$ cat config.mk
export PLATFORM = sky130hd
export DESIGN_NAME = zjh_dff_bank_ctrl
export DESIGN_NICKNAME = d
export VERILOG_FILES = /design/src/rtl/zjh_dff_bank_ctrl.sv
export SDC_FILE = /design/constraint.sdc
export NUM_CORES = 1
export LEC_CHECK = 0
export CAP_MARGIN = 20
export CORE_MARGIN = 8
export CORE_UTILIZATION = 47
export DETAILED_ROUTE_END_ITERATION = 16
export PLACE_DENSITY = 0.79
export REMOVE_ABC_BUFFERS = 1
export SYNTH_ARGS = -nofsm -noshare
export SYNTH_HDL_FRONTEND = slang
export SYNTH_SLANG_ARGS = --single-unit
$ cat constraint.sdc
create_clock -name Clk -period 2.2 [get_ports Clk]
set_clock_uncertainty 0.2 [all_clocks]
set_input_delay 0.33 -clock Clk [delete_from_list [all_inputs] [get_ports Clk]]
set_output_delay 0.33 -clock Clk [all_outputs]
set_load 0.005 [all_outputs]
$ cat src/rtl/zjh_dff_bank_ctrl.sv
// zjh_dff_bank_ctrl
// Command sequencer for a bank of 74HC74-style D flip-flops.
// It converts LOAD / PRESET / CLEAR / TOGGLE commands into timed Sd/Rd pulses,
// D setup and a one-cycle capture strobe. Every pin that reaches the bank is
// driven straight from a flop, so the asynchronous Sd/Rd inputs never see
// combinational glitches.
//
// Optional build macro: ZJH_DFF_READBACK_EN
//   When defined, a VERIFY cycle before DONE compares the bank Q outputs with
//   the expected result and reports a mismatch on err together with done.
//   When undefined, there is no VERIFY state and err is tied low.
//
// state   | meaning
// --------+------------------------------------------------------------
// IDLE    | waiting for cmd_valid; cmd_ready high
// SETUP   | ff_d driven with the LOAD/TOGGLE value
// CAPTURE | ff_d held, ff_ce high for the bank clock
// PULSE   | Sd or Rd held low on the masked bits for PULSE_CYC cycles
// RECOVER | pins inactive for RECOV_CYC cycles before completion
// VERIFY  | (readback build only) compare ff_q against the expected value
// DONE    | done high for one cycle, then back to IDLE

module zjh_dff_bank_ctrl #(
    parameter int WIDTH     = 4,
    parameter int PULSE_CYC = 2,
    parameter int RECOV_CYC = 1
) (
    input  logic             Clk,
    input  logic             Rd,
    input  logic             cmd_valid,
    output logic             cmd_ready,
    input  logic [1:0]       cmd_op,
    input  logic [WIDTH-1:0] cmd_mask,
    input  logic [WIDTH-1:0] cmd_data,
    output logic [WIDTH-1:0] ff_sd,
    output logic [WIDTH-1:0] ff_rd,
    output logic [WIDTH-1:0] ff_d,
    output logic             ff_ce,
    input  logic [WIDTH-1:0] ff_q,
    output logic             busy,
    output logic             done,
    output logic             err
);

    localparam int CW = $clog2(PULSE_CYC + RECOV_CYC + 1);

    // Counter reload values: the counter runs from N-1 down to 0, giving N cycles.
    localparam logic [CW-1:0] L_PULSE_LD = CW'(PULSE_CYC - 1);
    localparam logic [CW-1:0] L_RECOV_LD = CW'((RECOV_CYC > 0) ? (RECOV_CYC - 1) : 0);

    localparam logic [1:0] OP_LOAD   = 2'b00;
    localparam logic [1:0] OP_PRESET = 2'b01;
    localparam logic [1:0] OP_CLEAR  = 2'b10;
    localparam logic [1:0] OP_TOGGLE = 2'b11;

`ifdef ZJH_DFF_READBACK_EN
    typedef enum logic [2:0] {
        S_IDLE    = 3'd0,
        S_SETUP   = 3'd1,
        S_CAPTURE = 3'd2,
        S_PULSE   = 3'd3,
        S_RECOVER = 3'd4,
        S_VERIFY  = 3'd5,
        S_DONE    = 3'd6
    } state_t;
    // Sequences finish through VERIFY, which raises done on its way out.
    localparam state_t S_POST     = S_VERIFY;
    localparam logic   L_DONE_NOW = 1'b0;
`else
    typedef enum logic [2:0] {
        S_IDLE    = 3'd0,
        S_SETUP   = 3'd1,
        S_CAPTURE = 3'd2,
        S_PULSE   = 3'd3,
        S_RECOVER = 3'd4,
        S_DONE    = 3'd6
    } state_t;
    localparam state_t S_POST     = S_DONE;
    localparam logic   L_DONE_NOW = 1'b1;
`endif

    state_t           r_state;
    logic [CW-1:0]    r_cnt;
    logic [WIDTH-1:0] r_sd;
    logic [WIDTH-1:0] r_rd;
    logic [WIDTH-1:0] r_d;
    logic             r_ce;
    logic             r_ready;
    logic             r_busy;
    logic             r_done;

    // ff_q at the accept edge is the q0 snapshot; the D values derive from it.
    logic [WIDTH-1:0] w_load_d;
    logic [WIDTH-1:0] w_toggle_d;

    assign w_load_d   = (cmd_data & cmd_mask) | (ff_q & ~cmd_mask);
    assign w_toggle_d = ff_q ^ cmd_mask;

`ifdef ZJH_DFF_READBACK_EN
    logic [WIDTH-1:0] r_exp;
    logic             r_err;

    // Expected bank contents, captured with the command and checked in VERIFY.
    always_ff @(posedge Clk or posedge Rd) begin
        if (Rd) begin
            r_exp <= '0;
            r_err <= 1'b0;
        end else begin
            if (r_state == S_IDLE && cmd_valid) begin
                case (cmd_op)
                    OP_LOAD:   r_exp <= w_load_d;
                    OP_TOGGLE: r_exp <= w_toggle_d;
                    OP_PRESET: r_exp <= ff_q | cmd_mask;
                    default:   r_exp <= ff_q & ~cmd_mask;
                endcase
            end
            if (r_state == S_VERIFY) begin
                r_err <= (ff_q != r_exp);
            end else if (r_state == S_DONE) begin
                r_err <= 1'b0;
            end
        end
    end

    assign err = r_err;
`else
    assign err = 1'b0;
`endif

    // Main sequencer with all bank and handshake outputs registered.
    always_ff @(posedge Clk or posedge Rd) begin
        if (Rd) begin
            r_state <= S_IDLE;
            r_cnt   <= '0;
            r_sd    <= '1;
            r_rd    <= '1;
            r_d     <= '0;
            r_ce    <= 1'b0;
            r_ready <= 1'b1;
            r_busy  <= 1'b0;
            r_done  <= 1'b0;
        end else begin
            r_ce   <= 1'b0;
            r_done <= 1'b0;
            case (r_state)
                S_IDLE: begin
                    if (cmd_valid) begin
                        r_ready <= 1'b0;
                        r_busy  <= 1'b1;
                        case (cmd_op)
                            OP_LOAD: begin
                                r_d     <= w_load_d;
                                r_state <= S_SETUP;
                            end
                            OP_TOGGLE: begin
                                r_d     <= w_toggle_d;
                                r_state <= S_SETUP;
                            end
                            OP_PRESET: begin
                                r_sd    <= ~cmd_mask;
                                r_cnt   <= L_PULSE_LD;
                                r_state <= S_PULSE;
                            end
                            default: begin
                                r_rd    <= ~cmd_mask;
                                r_cnt   <= L_PULSE_LD;
                                r_state <= S_PULSE;
                            end
                        endcase
                    end
                end
                S_SETUP: begin
                    r_ce    <= 1'b1;
                    r_state <= S_CAPTURE;
                end
                S_CAPTURE: begin
                    r_done  <= L_DONE_NOW;
                    r_state <= S_POST;
                end
                S_PULSE: begin
                    if (r_cnt == '0) begin
                        r_sd <= '1;
                        r_rd <= '1;
                        if (RECOV_CYC == 0) begin
                            r_done  <= L_DONE_NOW;
                            r_state <= S_POST;
                        end else begin
                            r_cnt   <= L_RECOV_LD;
                            r_state <= S_RECOVER;
                        end
                    end else begin
                        r_cnt <= r_cnt - CW'(1);
                    end
                end
                S_RECOVER: begin
                    if (r_cnt == '0) begin
                        r_done  <= L_DONE_NOW;
                        r_state <= S_POST;
                    end else begin
                        r_cnt <= r_cnt - CW'(1);
                    end
                end
`ifdef ZJH_DFF_READBACK_EN
                S_VERIFY: begin
                    r_done  <= 1'b1;
                    r_state <= S_DONE;
                end
`endif
                S_DONE: begin
                    r_ready <= 1'b1;
                    r_busy  <= 1'b0;
                    r_state <= S_IDLE;
                end
                default: begin
                    r_sd    <= '1;
                    r_rd    <= '1;
                    r_ready <= 1'b1;
                    r_busy  <= 1'b0;
                    r_state <= S_IDLE;
                end
            endcase
        end
    end

    assign cmd_ready = r_ready;
    assign busy      = r_busy;
    assign done      = r_done;
    assign ff_sd     = r_sd;
    assign ff_rd     = r_rd;
    assign ff_d      = r_d;
    assign ff_ce     = r_ce;

endmodule

# Yosys cells after proc, flatten, opt, wreduce, memory -nomap -nowiden
# Index checks and enable logic that the tools add are counted.
word_totals:
  register_bits: 21
  inputBits: 17
  elab_cells: 71
classes:
  n_addsub: 1
  n_eq_ne: 14
  muxes: 25
  n_bitwise: 7
  n_reduce_logical: 15
ops:
  columns: ["cell", "count"]
  rows:
  - ["4-bit one-hot mux with 3 select lines", 2]
  - ["4-bit two-way mux", 5]
  - ["3-bit one-hot mux with 5 select lines", 1]
  - ["2-bit != test (second input constant)", 6]
  - ["4-bit AND reduction", 3]
  - ["2-bit two-way mux", 5]
  - ["3-bit two-way mux", 3]
  - ["4-bit AND", 2]
  - ["4-bit one-hot mux with 2 select lines", 1]
  - ["4-bit OR reduction", 2]
  - ["3-bit by 2-bit equality test with 1-bit output (second input constant)", 2]
  - ["3-bit equality test (second input constant)", 2]
  - ["1-bit one-hot mux with 2 select lines", 3]
  - ["2-bit one-hot mux with 3 select lines", 1]
  - ["3-bit AND reduction", 2]
  - ["2-bit zero test", 2]
  - ["1-bit two-way mux", 4]
  - ["4-bit NOT", 1]
  - ["4-bit bitwise OR", 1]
  - ["4-bit bitwise XOR", 1]
  - ["3-bit by 1-bit equality test with 1-bit output (second input constant)", 1]
  - ["3-bit zero test", 1]
  - ["3-bit nonzero test", 1]
  - ["3-bit OR reduction", 1]
  - ["other kinds (8)", 9]

# Logic depth before layout (Yosys ltp)
depth:
  word_depth: 5
  ltp_mapped: 6

# Least setup slack after synthesis
# OpenSTA, ideal clock, no wires.
synth_timing:
  path_kind: "reg-to-reg"
  from: "register r_cnt[0]"
  to: "register r_rd[0], in the netlist ff_rd[0]"
  setup_time_ns: 0.082
  t_arrival_ns: 1.399
  t_required_ns: 1.918
  slack_ns: 0.519
  path_stages_with_launch: 7
  n_path_buf: 0
  period_less_slack_ns: 1.681
  cell_sequence: "dfrtp_1 -> inv_1 -> ha_1 -> a21oi_1 -> nor2b_1 -> a21oi_2 -> mux2_2"
synth_via:
  elab_chain_len: 3
synth_lines:
  columns: ["element", "line_no", "source"]
  rows:
  - ["start: declaration", "83", "logic [CW-1:0] r_cnt;"]
  - ["start signal: assignment", "192", "r_cnt <= r_cnt - CW'(1);"]
  - ["start signal: assignment", "200", "r_cnt <= r_cnt - CW'(1);"]
  - ["2-bit zero test", "181", "if (r_cnt == '0) begin"]
  - ["2-bit != test (no line)", null, null]
  - ["4-bit AND reduction (no line)", null, null]
  - ["end signal: assignment", "165", "r_rd <= ~cmd_mask;"]
  - ["end: declaration", "85", "logic [WIDTH-1:0] r_rd;"]
# No other way between the ends.
# A chain may end at the register's enable or synchronous reset.

# Worst setup path after layout
layout_timing:
  from: "register r_ready, in the netlist cmd_ready"
  to: "output port cmd_ready"
layout_rtl:
  columns: ["element", "line_no", "source"]
  rows:
  - ["start: declaration", "88", "logic r_ready;"]
  - ["start signal: assignment", "139", "r_ready <= 1'b1;"]
  - ["start signal: assignment", "148", "r_ready <= 1'b0;"]
  - ["start signal: assignment", "210", "r_ready <= 1'b1;"]
  - ["end: declaration", "31", "output logic cmd_ready,"]
# No word-level cell between the ends.

==> results.sh <==
export IMPL_routed_via_count=940
export IMPL_ant_diodes=0
export IMPL_multiInputGateArea_sq_um=559
export IMPL_cp_cell_sequence="clkdlybuf4s50_1"
export IMPL_hold_viol=0
export IMPL_timing_critical_path_fanout_max=3
export IMPL_post_synth_top_area_cell="sky130_fd_sc_hd__dfrtp_1"
export IMPL_finalWeightedCongestion=0.907
export IMPL_cts_repair_resize_count=0
export IMPL_vias_per_cell=5.22
export IMPL_r2r_end="ff_rd[0]$_DFFE_PP1P_"
export IMPL_timing_hold_worst_class="in2async"
export IMPL_async_flop_share_pct=100
export IMPL_areaGrowthSynthToFinish_pct=32.1
export IMPL_detail_route_drc_violations=0
export IMPL_cpMaxStageDelayCell="sky130_fd_sc_hd__dfstp_2"
export IMPL_setup_slack_ns=0.305
export IMPL_timing_critical_path_from_type="flip-flop"
export IMPL_cts_h_tree_depth=1
export IMPL_global_route_usage_total_pct=12.1
export IMPL_dieArea_sq_um=4400
export IMPL_reg2reg_from="r_cnt[0]$_DFFE_PP0P_"
export IMPL_drv_cap=0
export IMPL_vdd_ir_drop_worst_mv=0.819
export IMPL_unrepaired_setup_endpoints_after_global_routing="false"
export IMPL_cts_post_setup_buffers_inserted=0
export IMPL_placeableCoreArea_sq_um=2430
export IMPL_cts_reportedPaths_clkPinSlew_ns=0.12
export IMPL_min_period_ns=1.90
export IMPL_flip_flop_cell_with_the_highest_count_after_synthesis="sky130_fd_sc_hd__dfrtp_1"
export IMPL_cp_num_buf_inv=1
export IMPL_timing_reg2reg_setup_slack_ns=0.31
export IMPL_die_h_microns=66.3
export IMPL_rows=18
export IMPL_n_fill_cell=203
export IMPL_timing_critical_path_to_type="output port"
export IMPL_dpl_instance_area_sq_um=1540
export IMPL_synth_enable_flop_cells=0
export IMPL_floorplan_initialDensity_pct=48.9
export IMPL_timing_setup_tns_ns=0
export IMPL_setup_viol_count_final=0
export IMPL_synth_largest_type_area_fraction_pct=25.2
export IMPL_largest_net_degree_at_the_start_of_global_routing=13
export IMPL_drive_above_1_share_pct=22.0
export IMPL_worstSkewPairLatency_ns=0.30
export IMPL_maxClockFrequency_mhz=528
export IMPL_ys_warn_count=0
export IMPL_tritoncts="yes"
export IMPL_first_iter_violations=49
export IMPL_vias_in_the_first_global_route=963
export IMPL_worst_endpoint_required_ns=1.67
export IMPL_critical_path_top_delay_family="flip-flops"
export IMPL_post_synth_main_area_contributors="sky130_fd_sc_hd__dfrtp_1 25%, sky130_fd_sc_hd__dfstp_2 20%, sky130_fd_sc_hd__mux2_2 7.6%, sky130_fd_sc_hd__ha_1 6.3%, sky130_fd_sc_hd__inv_1 3.8%"
export IMPL_cts_root_buf="sky130_fd_sc_hd__clkbuf_4"
export IMPL_clock_sink_count=21
export IMPL_worst_endpoint_arrival_ns=1.37
export IMPL_grt_first_pass_wirelength_microns=4280
export IMPL_syn_instance_count=114
export IMPL_cpPeakStageDelay_ns=0.56
export IMPL_postCtsHoldBufs=0
export IMPL_io_pins=34
export IMPL_synth_ff_latch_count=21
export IMPL_utilization_pct=64.6
export IMPL_finalNetCount=174
export IMPL_place_worst_setup_slack_ns=0.0429
export IMPL_final_max_slew_viol_count=0
export IMPL_dp_final_hpwl_microns=2150
export IMPL_cts_inserted_buffers=3
export IMPL_io_buffers=32
export IMPL_report_power_total_mw=1.86
export IMPL_crit_type="reg2out"
export IMPL_power_density_nw_per_um2=1180
export IMPL_syn_cell_area_sq_um=1190
export IMPL_detail_route_antenna_nets=0
export IMPL_cells_on_worst_reg2reg_path=6
export IMPL_grt_remaining_overflow=0
export IMPL_final_cycle_share_pct=86.2
export IMPL_drt_total_wl_microns=2650
export IMPL_synth_sequential_area_ratio_pct=45.1
export IMPL_seq_area_sq_um=537
export IMPL_power_leakage_nw=0.690
export IMPL_chipWidth_microns=66.3
export IMPL_final_cell_mix="32 x sky130_fd_sc_hd__clkdlybuf4s50_1, 12 x sky130_fd_sc_hd__inv_1, 12 x sky130_fd_sc_hd__dfrtp_1, 9 x sky130_fd_sc_hd__nor2_1, 9 x sky130_fd_sc_hd__dfstp_2"
export IMPL_cts_buffer_depth=2
export IMPL_synth_cell_types=33
export IMPL_synth_area_per_cell_sq_um=10.4
export IMPL_initial_antenna_violation_count=0
export IMPL_run_status="complete, no violations"
export IMPL_number_of_detailed_route_iterations_in_the_first_pass=4
export IMPL_mostFrequentLayoutCell="sky130_fd_sc_hd__clkdlybuf4s50_1"
export IMPL_design_area_final_sq_um=1570
export IMPL_route_detailed_wl_per_inst_microns=14.7
synthesized netlist by cell type, drive strengths merged, types with 3 or more instances:
master / n
a21oi: 10
buf: 5
ha: 6
mux2i: 4
inv: 12
o21ai: 8
nor2b: 3
dfstp: 9
nor2: 9
dfrtp: 12
mux2: 10
nand2: 6
nand2b: 3
where the power goes:
part | switching (mW) | internal, mW
Combinational | 0.363 | 0.541
Clock | 0.118 | 0.0677
Sequential | 0.170 | 0.597
registers in the layout, summed over array words and instances, names as in the netlist:
signal	count
busy	1
cmd_ready	1
done	1
r_cnt	2
ff_ce	1
ff_d	4
ff_rd	4
r_state	3
ff_sd	4
stage by stage:
step | hold slack [ns] | cells
final | 0.0834 | 180
after global routing | 0.105 | 180
after CTS | 0.0928 | 180
after detailed placement | 0.313 | 176
after global placement | 0.296 | 176
after floorplan | 0.0999 | 108
metal layers:
| layer | vias up | routed length, microns | track usage, % |
|---|---|---|---|
| li1 | 457 | - | - |
| met1 | 446 | 1230 | 14.6 |
| met4 | 0 | 10 | 3.20 |
| met2 | 35 | 1230 | 20.1 |
| met3 | 2 | 183 | 3.73 |
| met5 | - | 0 | 0 |
worst max path at each step:
stage | from | endpoint | depth (start not counted)
after detailed placement | cmd_op[0] | r_cnt[0]$_DFFE_PP0P_ | 8
after global routing | r_cnt[0]$_DFFE_PP0P_ | ff_rd[1]$_DFFE_PP1P_ | 6
final | cmd_ready$_DFFE_PP1P_ | cmd_ready | 1
after CTS | cmd_ready$_DFFE_PP1P_ | cmd_ready | 1
after global placement | cmd_op[0] | r_cnt[0]$_DFFE_PP0P_ | 8
after floorplan | r_state[2]$_DFFE_PP0P_ | ff_d[0]$_DFFE_PP0P_ | 3
cells by family after synthesis:
kind of cell / count (synthesis) / share of synthesized area (%)
mux: 14 / 13.5
fa+ha+maj: 6 / 6.31
flops: 21 / 45.1
buf+inv: 18 / 7.89
simple gates: 30 / 14.6
compound gates: 24 / 12.3
other cells: 1 / 0.315
layout make-up:
cell class | instances | share of cell area [%]
multi-input cells | 75 | 35.6
flip-flops and latches | 21 | 34.2
repair buffers | 38 | 23.2
inverters | 12 | 2.87
well taps | 30 | 2.39
clock buffers | 3 | 1.43
clock inverters | 1 | 0.318
(Power assumes the default switching activity.)
